$ cat src/rtl/uart_tx_if.sv
// Byte-request / serial-line bundle between a byte producer and the UART transmitter.
interface uart_tx_if;
    logic       tx_start;
    logic [7:0] tx_data;
    logic       tx;
    logic       tx_busy;

    modport master (
        output tx_start,
        output tx_data,
        input  tx,
        input  tx_busy
    );

    modport slave (
        input  tx_start,
        input  tx_data,
        output tx,
        output tx_busy
    );
endinterface

$ cat src/rtl/uart_tx.sv
// 8-N-1 UART transmitter with a fixed number of clocks per bit.
// Define UART_TX_PARITY_EN to insert an even-parity bit between the data and stop bits.
module uart_tx #(
    parameter int CLK_PER_BIT = 10416
) (
    input  logic      clk,
    input  logic      rst,
    uart_tx_if.slave  bus
);

    localparam int CW = $clog2(CLK_PER_BIT);

`ifdef UART_TX_PARITY_EN
    typedef enum logic [2:0] {IDLE, START, DATA, PARITY, STOP} state_t;
`else
    typedef enum logic [1:0] {IDLE, START, DATA, STOP} state_t;
`endif

    state_t        state_q;
    logic [CW-1:0] cnt_q;
    logic [2:0]    idx_q;
    logic [7:0]    shift_q;
    logic          tx_q;
    logic          busy_q;
    logic          bitLast;

    assign bitLast     = (cnt_q == CW'(CLK_PER_BIT - 1));
    assign bus.tx      = tx_q;
    assign bus.tx_busy = busy_q;

    // tx and tx_busy are loaded with the value of the state being entered, so
    // they change on the same edge as the state register.
    always_ff @(posedge clk or posedge rst) begin
        if (rst) begin
            state_q <= IDLE;
            cnt_q   <= '0;
            idx_q   <= '0;
            shift_q <= '0;
            tx_q    <= 1'b1;
            busy_q  <= 1'b0;
        end else begin
            case (state_q)
                IDLE: begin
                    tx_q   <= 1'b1;
                    busy_q <= 1'b0;
                    if (bus.tx_start) begin
                        shift_q <= bus.tx_data;
                        cnt_q   <= '0;
                        state_q <= START;
                        tx_q    <= 1'b0;
                        busy_q  <= 1'b1;
                    end
                end
                START: begin
                    if (bitLast) begin
                        cnt_q   <= '0;
                        idx_q   <= 3'd0;
                        state_q <= DATA;
                        tx_q    <= shift_q[0];
                    end else begin
                        cnt_q <= cnt_q + 1'b1;
                    end
                end
                DATA: begin
                    if (bitLast) begin
                        cnt_q <= '0;
                        if (idx_q == 3'd7) begin
`ifdef UART_TX_PARITY_EN
                            state_q <= PARITY;
                            tx_q    <= ^shift_q;
`else
                            state_q <= STOP;
                            tx_q    <= 1'b1;
`endif
                        end else begin
                            idx_q <= idx_q + 3'd1;
                            tx_q  <= shift_q[idx_q + 3'd1];
                        end
                    end else begin
                        cnt_q <= cnt_q + 1'b1;
                    end
                end
`ifdef UART_TX_PARITY_EN
                PARITY: begin
                    if (bitLast) begin
                        cnt_q   <= '0;
                        state_q <= STOP;
                        tx_q    <= 1'b1;
                    end else begin
                        cnt_q <= cnt_q + 1'b1;
                    end
                end
`endif
                STOP: begin
                    if (bitLast) begin
                        cnt_q   <= '0;
                        state_q <= IDLE;
                        tx_q    <= 1'b1;
                        busy_q  <= 1'b0;
                    end else begin
                        cnt_q <= cnt_q + 1'b1;
                    end
                end
                default: begin
                    cnt_q   <= '0;
                    state_q <= IDLE;
                    tx_q    <= 1'b1;
                    busy_q  <= 1'b0;
                end
            endcase
        end
    end

endmodule

$ cat src/flat_wrapper.sv
// flat-port wrapper written by rule: the top's interface ports become plain ports
module uart_tx_flat 
#(
    parameter int CLK_PER_BIT = 10416
)
  (clk, rst, bus_tx_start, bus_tx_data, bus_tx, bus_tx_busy);
  uart_tx_if bus_i ();
  input  logic clk;
  input  logic rst;
  input wire logic [$bits(bus_i.tx_start)-1:0] bus_tx_start;
  input wire logic [$bits(bus_i.tx_data)-1:0] bus_tx_data;
  output wire logic [$bits(bus_i.tx)-1:0] bus_tx;
  output wire logic [$bits(bus_i.tx_busy)-1:0] bus_tx_busy;
  assign bus_i.tx_start = bus_tx_start;
  assign bus_i.tx_data = bus_tx_data;
  assign bus_tx = bus_i.tx;
  assign bus_tx_busy = bus_i.tx_busy;
  uart_tx #(.CLK_PER_BIT(CLK_PER_BIT)) u_core (.clk(clk), .rst(rst), .bus(bus_i));
endmodule
$ cat config.mk
export PLATFORM = sky130hd
export DESIGN_NAME = uart_tx_flat
export DESIGN_NICKNAME = d
export VERILOG_FILES = /design/src/rtl/uart_tx_if.sv /design/src/rtl/uart_tx.sv /design/src/flat_wrapper.sv
export SDC_FILE = /design/constraint.sdc
export NUM_CORES = 1
export LEC_CHECK = 0
export CORE_ASPECT_RATIO = 0.7
export CORE_MARGIN = 2
export CORE_UTILIZATION = 29
export DETAILED_ROUTE_END_ITERATION = 12
export MAX_ROUTING_LAYER = met4
export PLACE_DENSITY = 0.49
export SYNTH_ARGS = -nofsm -noshare
export SYNTH_HDL_FRONTEND = slang
export SYNTH_SLANG_ARGS = --single-unit
export TNS_END_PERCENT = 20
$ cat constraint.sdc
create_clock -name clk -period 2.4 [get_ports clk]
set_input_delay 0.24 -clock clk [delete_from_list [all_inputs] [get_ports clk]]
set_output_delay 0.24 -clock clk [all_outputs]
set_load 0.05 [all_outputs]
==> results of run 1 <==
## final cells by class
type | count | area, µm²
clock buffers | 6 | 82.6
clock inverters | 2 | 13.8
repair buffers | 20 | 180
multi-input cells | 108 | 870
fillers | 583 | 3650
well taps | 75 | 93.8
inverters | 5 | 18.8
flip-flops and latches | 29 | 727
## cell families (layout without fill, tap and decap cells)
family / after synthesis / in the layout
simple gates: 50 / 50
compound gates: 32 / 32
flops: 29 / 29
mux: 14 / 14
buf+inv: 13 / 33
fa+ha+maj: 8 / 8
xor+xnor: 4 / 4
## through the flow
| stage | power, mW | instance area, µm² | setup slack, ps | instances |
|---|---|---|---|---|
| 4_1_cts | 0.963 | 1990 | 267 | 245 |
| 2_1_floorplan | 0.506 | 1670 | 389 | 150 |
| 6_report | 0.943 | 1990 | 274 | 245 |
| 5_1_grt | 0.992 | 1990 | 181 | 245 |
| 3_5_place_dp | 0.529 | 1890 | 272 | 237 |
| 3_3_place_gp | 0.528 | 1890 | 329 | 237 |
## worst max-delay path, cell delays in order, from the launching register on
cell and delay, ps:
dfrtp_1 450, ha_1 240, ha_1 340, mux4_2 500, mux2_2 270, o211ai_1 150, a31oi_1 100
## per-layer routing
metal	vias to the layer above	global-route usage (%)	routed length [µm]
met1	612	19.3	1950
met4	0	6.70	90
met2	23	15.8	1470
met3	10	3.01	117
li1	610	-	-
met5	-	-	0
## cells in the final DEF, fill, tap and decap left out, types with 4 or more instances in the layout
cell / instances
nand3_1: 6
nor3_1: 6
ha_1: 8
clkbuf_8: 6
nand4_1: 4
inv_1: 5
mux2_2: 10
nand2_1: 11
clkdlybuf4s50_1: 12
dfrtp_1: 28
buf_4: 8
o2bb2ai_1: 4
a22o_1: 6
nor4_1: 4
nor2_1: 5
## final timing paths
check	end	slack, ps	depth (start not counted)
worst max-delay path	u_core.bus.tx	270	6
worst min-delay path	u_core.cnt_q[5]	260	2
worst max register to register	u_core.bus.tx	270	6
worst min register to register	u_core.shift_q[6]	500	1
max in group asynchronous	u_core.bus.tx	1530	3
min in group clk	u_core.shift_q[6]	500	1
## where the power goes
| group | internal, mW | switching, mW |
|---|---|---|
| combinational | 0.0167 | 0.0130 |
| sequential | 0.489 | 0 |
| clock | 0.232 | 0.192 |
## registers in the layout, indices dropped and copies added, names as in the netlist
register	cells
u_core.shift_q	8
u_core.idx_q	3
u_core.cnt_q	14
u_core.bus.tx	1
u_core.state_q	2
u_core.bus.tx_busy	1
==> results.yml, run 1 <==
outcome:
  status: "finished, final reports clean"
synth:
  synthCells: 150
  yosysUniqueCellTypes: 48
  async_flop_share_pct: 100
  synth-main-ff-cell: "dfrtp_1"
  synth_top_family_by_area: "simple AND/OR/NAND/NOR gates"
  synth-compound-area-share_pct: 15.8
  synth_top_area_share_pct: 42.1
  synth_fa_ha_area_share_pct: 6.01
  synth_most_common_cell: "dfrtp_1"
  synthSimpleGateAreaFrac_pct: 17.4
  synth_edf_count: 0
  yosys_warnings: 0
  yosys-top-cells-area: "dfrtp_1 42%, mux2_2 6.8%, ha_1 6.0%"
  syn_nets: 169
  yosys.area.top_type: "dfrtp_1"
  syn_avg_cell_area_um2: 11.1
  syn-cell-area_mm2: 0.00167
  synth.area.mux_share_pct: 11.0
  synth_common_cells: "28 x dfrtp_1, 11 x nand2_1, 10 x mux2_2, 8 x ha_1"
  ys_seq_area_share_pct: 43.7
  ys_seq_elements: 29
  synth_xor_area_share_pct: 2.10
global_routing:
  grt.total_usage_pct: 12.9
  grt_pass1_wl_um: 6060
  grt-ovfl-total: 0
  grt_max_degree: 15
  grt_pass1_vias: 1203
  antenna_found_initial: 0
pwr:
  peakVddDrop_uv: 165
  powerDensity_mw_per_mm2: 475
  p_leak_nw: 0.855
clock_tree:
  clk_path_buf_depth: 2
  clk_pin_slew_ps: 70
  cts_resized: 0
  post-cts-setup-buffer-count: 0
  clk-insertion-delay-late_ps: 280
  cts_tree: "yes"
  cts_buffers: 5
  htreeDepth: 2
  cts_root_buffer: "clkbuf_8"
  clock-sinks: 29
  cts_hold_buf: 0
floorplanning:
  coreArea_mm2: 0.00564
  ios: 13
  die_h_um: 67.4
  dieArea_mm2: 0.00637
  die_x_um: 94.6
  start_util_pct: 29.5
  rows: 23
hold_path:
  hp-class: "input pin to asynchronous set/reset pin"
final_layout:
  utilization_pct: 35.2
  syn2layout_area_growth_pct: 19.2
  drive_gt1_share_pct: 20.6
  finish.net_count: 188
  diodes: 0
routing:
  routed_wl_um: 3630
  avgViaCountPerCell: 5.12
  wl_per_cell_um: 14.8
  drt_iter0_drc: 66
  ant_nets: 0
  num_vias: 1255
  firstDrtPassIters: 4
  drc: 0
worst_setup_path:
  critPathArrivalTime_ps: 2330
  critPathKind: "flop to flop"
  r2r_start: "u_core.idx_q[0]"
  worstSetupStartpointType: "flop"
  startpoint: "u_core.idx_q[0]"
  worst-path-max-fanout: 6
  end_kind: "flop"
  cp.required_ps: 2600
flow_run:
  drv_cap: 0
sta:
  slew_headroom_pct: 66.8
  setup_violations: 0
  whs_ps: 260
  setup_tns_ps: 0
  fin_crit_sh_pct: 88.6
  fmax_mhz: 470
  skew_ps: 7.78
  worstMarginPinSlew_ps: 496
  period_minus_slack_ps: 2130
  grt_setup_unrepaired: "no"
  finalMaxSlewViolations: 0
  hold_viol: 0
place:
  io_buffers: 12
  place.gp.congestion: 0.911
  dp_hpwl_um: 2730
No activity file was read; power rests on OpenSTA's default activity.
==> inputs of run 2 (changes only) <==
- CTS_CLUSTER_DIAMETER: not set -> 150
==> results of run 2 <==
No change in the layout: final DEF, timing and power equal those of run 1.
==> RTL edit 1, RTL diff (flow settings as in run 2) <==
Encoding of `state_t`: now Gray code (2 bits for 4 states).
--- a/src/rtl/uart_tx.sv
+++ b/src/rtl/uart_tx.sv
@@ -13,7 +13,7 @@
 `ifdef UART_TX_PARITY_EN
     typedef enum logic [2:0] {IDLE, START, DATA, PARITY, STOP} state_t;
 `else
-    typedef enum logic [1:0] {IDLE, START, DATA, STOP} state_t;
+    typedef enum logic [1:0] {IDLE = 2'b00, START = 2'b01, DATA = 2'b11, STOP = 2'b10} state_t;
 `endif
 
     state_t        state_q;
Check against the original RTL: same outputs for any inputs over 10 cycles, from zero or initial values and one cycle with rst high; not proved beyond that.
==> RTL edit 1 against run 2 <==
Final area shrank 6.4%. Synthesized cell count grew 4.7%. Area after synthesis shrank 3.5%. Critical path type unchanged. Critical path depth shrank 1. Largest cell class unchanged. Routed wire length shrank 5.0%. Hold slack gained 0.083 ns. Sequential cell count is the same. Highest routed layer unchanged. Sequential share of layout area grew 2.5 points. Utilization is essentially flat. Worst setup slack gained 0.16 ns.
Power is not compared: it rests on default switching activity, and its combinational part moved more than twofold at a synthesized area within 25%.
==> RTL edit 1: results (changes against run 2) <==
outcome = finished clean
R2R Setup Slk = 0.44 ns (+0.16 ns)
cell area after placement = 0.00178 mm² (-5.9%)
HPWL after DPL = 2510 µm (-7.9%)
syn nets = 171 (+1.2%)
clkbuf count = 8 (+2)
Clock Skews = 0.00184 ns (-0.00594 ns)
count of non-CTS buffers in the layout = 15 (-25%)
layout cells sized above 1 = 0.135 (-0.0706)
worst-case hold slack = 0.343 ns (+0.0833 ns)
final wirelength = 3450 µm (-5.0%)
GPL Wtd Cong = 0.796 (-13%)
largest cells by area after synthesis = dfrtp_1 (44%), a31oi_1 (6.6%), mux2_2 (5.6%), nand3_1 (4.0%), mux4_2 (2.8%)
Nets = 183 (-2.7%)
buffer share of cell area = 0.0768 (-0.0140)
Reg2Reg Depth = 5 (-1)
total number of vias = 1290 (+2.8%)
GRT Overall Usage = 0.133 (+0.00343)
Rel. slew slack = 0.588 (-0.0809)
Clock-cell share = 0.0431 (-0.00542)
top cells by count, synth = dfrtp_1 (28), a31oi_1 (17), nand3_1 (13)
#MultiIn Comb = 113 (+4.6%)
largest net degree at the start of global routing = 30 (+15)
multi-input logic area = 800 µm² (-8.1%)
Netlist cell types = 45 (-6.3%)
Seq/Total Area, Yosys = 0.452 (+0.0160)
Seq/total area = 0.391 (+0.0251)
number of global-route vias before repair = 1245 (+3.5%)
Starting DRT DRC Count = 57 (-14%)
die area = 0.00616 mm² (-3.4%)
-- RTL edit 1: cell count changes after synthesis, moves of 3 or more --
cell       change
ha_1           -5
o21ai_1        +4
o211ai_1       +3
a31oi_1       +15
buf_2          +3
nand3_1        +7
a22oi_1        -3
o2bb2ai_1      -3
nor3_1         -4
a22o_1         -5
-- RTL edit 1: critical path, stage by stage (launching register included) --
cell and delay, ns:
dfrtp_1 0.45, ha_1 0.38, mux4_2 0.51, nor4_1 0.24, nor4_1 0.08, a211o_1 0.23
-- RTL edit 1: metrics by stage --
stage	utilization	total power, mW	setup WS (ns)	std cells
2_1_floorplan	-	0.931	0.570	157
3_3_place_gp	0.336	1.01	0.461	234
3_5_place_dp	0.336	1.02	0.440	234
4_1_cts	0.352	1.41	0.418	242
5_1_grt	0.352	1.49	0.235	242
6_report	0.352	1.39	0.435	242
-- RTL edit 1: power breakdown --
part,total [mW],switching (mW),internal (mW)
Clock,0.378,0.173,0.205
Combinational,0.279,0.131,0.148
Sequential,0.734,0.145,0.589
Total,1.39,0.449,0.942
-- RTL edit 1: layer usage --
metal	global-route usage	vias to the layer above	wire length [µm]
li1	-	629	-
met1	0.191	638	1860
met2	0.181	16	1440
met3	0.0239	7	85
met4	0.0588	0	65
met5	-	-	0
-- RTL edit 1: logic make-up after synthesis --
| group | after synthesis | share of synthesized area |
|---|---|---|
| flops | 29 | 0.452 |
| simple gates | 59 | 0.216 |
| mux | 12 | 0.0966 |
| fa+ha+maj | 3 | 0.0234 |
| buf+inv | 15 | 0.0498 |
| compound gates | 39 | 0.162 |
==> RTL edit 2, RTL diff (settings of run 2) <==
Made on the original files. `CLK_PER_BIT` is set to 10416 in 2 places; all go to 2604.
--- a/src/rtl/uart_tx.sv
+++ b/src/rtl/uart_tx.sv
@@ -1,7 +1,7 @@
 // 8-N-1 UART transmitter with a fixed number of clocks per bit.
 // Define UART_TX_PARITY_EN to insert an even-parity bit between the data and stop bits.
 module uart_tx #(
-    parameter int CLK_PER_BIT = 10416
+    parameter int CLK_PER_BIT = 2604
 ) (
     input  logic      clk,
     input  logic      rst,
--- a/src/flat_wrapper.sv
+++ b/src/flat_wrapper.sv
@@ -1,7 +1,7 @@
 // flat-port wrapper written by rule: the top's interface ports become plain ports
 module uart_tx_flat 
 #(
-    parameter int CLK_PER_BIT = 10416
+    parameter int CLK_PER_BIT = 2604
 )
   (clk, rst, bus_tx_start, bus_tx_data, bus_tx, bus_tx_busy);
   uart_tx_if bus_i ();
Function: same outputs for any inputs over 10 cycles, from zero or initial values and one cycle with rst high; that may be too few to reach the edited logic, so the function may still have changed.
==> RTL edit 2 against run 2 <==
Final area down 13%. Cell count down 9.4%. Routed wire length down 9.6%. Clock skew up 0.0051 ns. Sequential share of layout area up 2.4 points. Total power down 21%. Sequential cell count down 2. Critical path depth down 1. Worst setup slack better by 0.20 ns. Hold slack better by 0.052 ns. Via count down 10%. Area after synthesis down 11%. Largest cell class unchanged. Largest power group unchanged.
==> RTL edit 2: results (changes against run 2) <==
outcome = finished clean
worst-case hold slack = 0.311 ns (+0.0515 ns)
Rel. slew slack = 0.630 (-0.0383)
CTS sink cnt = 27 (-6.9%)
r2r startpoint = u_core.cnt_q[0]
layout cells sized above 1 = 0.163 (-0.0425)
mux cell area share after synthesis = 0.130 (+0.0206)
fraction of area in multi-input gates = 0.441 (+0.00299)
H-tree depth = 1 (-1)
vias per inst = 5.09 (-0.63%)
GPL Wtd Cong = 0.780 (-14%)
layout filler cell count = 469 (-20%)
post-synthesis adder-cell area fraction = 0.0672 (+0.00712)
biggest regs = u_core.cnt_q x12, u_core.shift_q x8, u_core.idx_q x3
number of global-route vias before repair = 1092 (-9.2%)
CP arrival = 2.11 ns (-0.22 ns)
Reg2Reg Depth = 5 (-1)
Placed Cells = 218 (-8.0%)
GRT Overall Usage = 0.128 (-0.00174)
Netlist cell types = 40 (-17%)
Crit Path Max Fanout = 8 (+2)
Worst setup endpoint = u_core.state_q[1]
largest cells by area after synthesis = dfrtp_1 (44%), mux2_2 (8.3%), ha_1 (6.7%), a31oi_1 (3.8%), mux4_2 (3.0%)
Clock-cell share = 0.0267 (-0.0219)
Leak = 0.773 nW (-9.6%)
top cells by count, synth = dfrtp_1 (26), nor2_1 (12), mux2_2 (11)
HPWL after DPL = 2420 µm (-11%)
Syn Inst Count = 138 (-8.0%)
post-synthesis compound-gate area fraction = 0.164 (+0.00609)
Seq/Total Area, Yosys = 0.455 (+0.0181)
FF/Latch Area = 677 µm² (-6.9%)
maximum vdd drop = 148 µV (-10%)
Starting DRT DRC Count = 100 (+52%)
r2r endpoint = u_core.state_q[1]
largest net degree at the start of global routing = 28 (+13)
buffer share of cell area = 0.0821 (-0.00861)
clkbuf count = 3 (-3)
wire per inst = 14.8 µm (-0.29%)
R2R Setup Slk = 0.47 ns (+0.20 ns)
area grow syn2layout = 16.6%
Setup WS pre-CTS = 0.494 ns (+0.222 ns)
final wirelength = 3280 µm (-9.6%)
multi-input logic area = 766 µm² (-12%)
count of non-CTS buffers in the layout = 15 (-25%)
first-pass GRT wire length = 5470 µm (-9.7%)
Synth Area in XOR/XNOR = 0.00588 (-0.0152)
fin crit share = 0.804 (-0.0824)
syn nets = 157 (-7.1%)
cell area after placement = 0.00169 mm² (-11%)
Clock Skews = 0.0129 ns (+0.00514 ns)
#MultiIn Comb = 102 (-5.6%)
Nets = 173 (-8.0%)
## RTL edit 2: cell count changes in the layout (fill, tap and decap cells not counted), sizes merged, moves of 3 or more
| cell | run 2 | this run |
|---|---|---|
| nand3 | 6 | 3 |
| o21ai | 2 | 6 |
| buf | 8 | 3 |
| a31oi | 2 | 9 |
| clkbuf | 6 | 3 |
| nor2 | 5 | 12 |
| a21oi | 1 | 5 |
| nor3 | 6 | 3 |
## RTL edit 2: logic make-up (layout without fill, tap and decap cells)
group                    count (synthesis)  count (layout)
adder cells (fa/ha/maj)                  8               8
AO/OA/AOI/OAI                           35              35
AND/OR/NAND/NOR                         43              43
buffers and inverters                    9              24
multiplexers                            15              15
flip-flops                              27              27
XOR/XNOR                                 1               1
## RTL edit 2: how the worst min path moves through the flow
stage / start / end / cells past startpoint
2_1_floorplan: rst / u_core.bus.tx_busy / 1
3_5_place_dp: u_core.shift_q[2] / u_core.shift_q[2] / 1
6_report: rst / u_core.idx_q[2] / 3
3_3_place_gp: u_core.shift_q[4] / u_core.shift_q[4] / 1
5_1_grt: rst / u_core.shift_q[0] / 3
4_1_cts: rst / u_core.state_q[0] / 3
## RTL edit 2: worst max-delay path: stages, from the launching register on
cell,delay (ns)
dfrtp_1,0.39
ha_1,0.29
nor3b_1,0.26
and3_1,0.40
o221ai_2,0.18
mux2_4,0.32
## RTL edit 2: power breakdown
group | total (mW) | switching, mW | internal (mW)
combinational | 0.0273 | 0.0116 | 0.0156
clock | 0.266 | 0.149 | 0.117
sequential | 0.455 | 0 | 0.455
total | 0.748 | 0.161 | 0.587
## RTL edit 2: metal layers
metal | track usage | vias up | routed length (µm)
met5 | - | - | 0
met3 | 0.0336 | 4 | 183
met2 | 0.170 | 33 | 1400
met1 | 0.187 | 548 | 1660
met4 | 0.0392 | 0 | 41
li1 | - | 545 | -
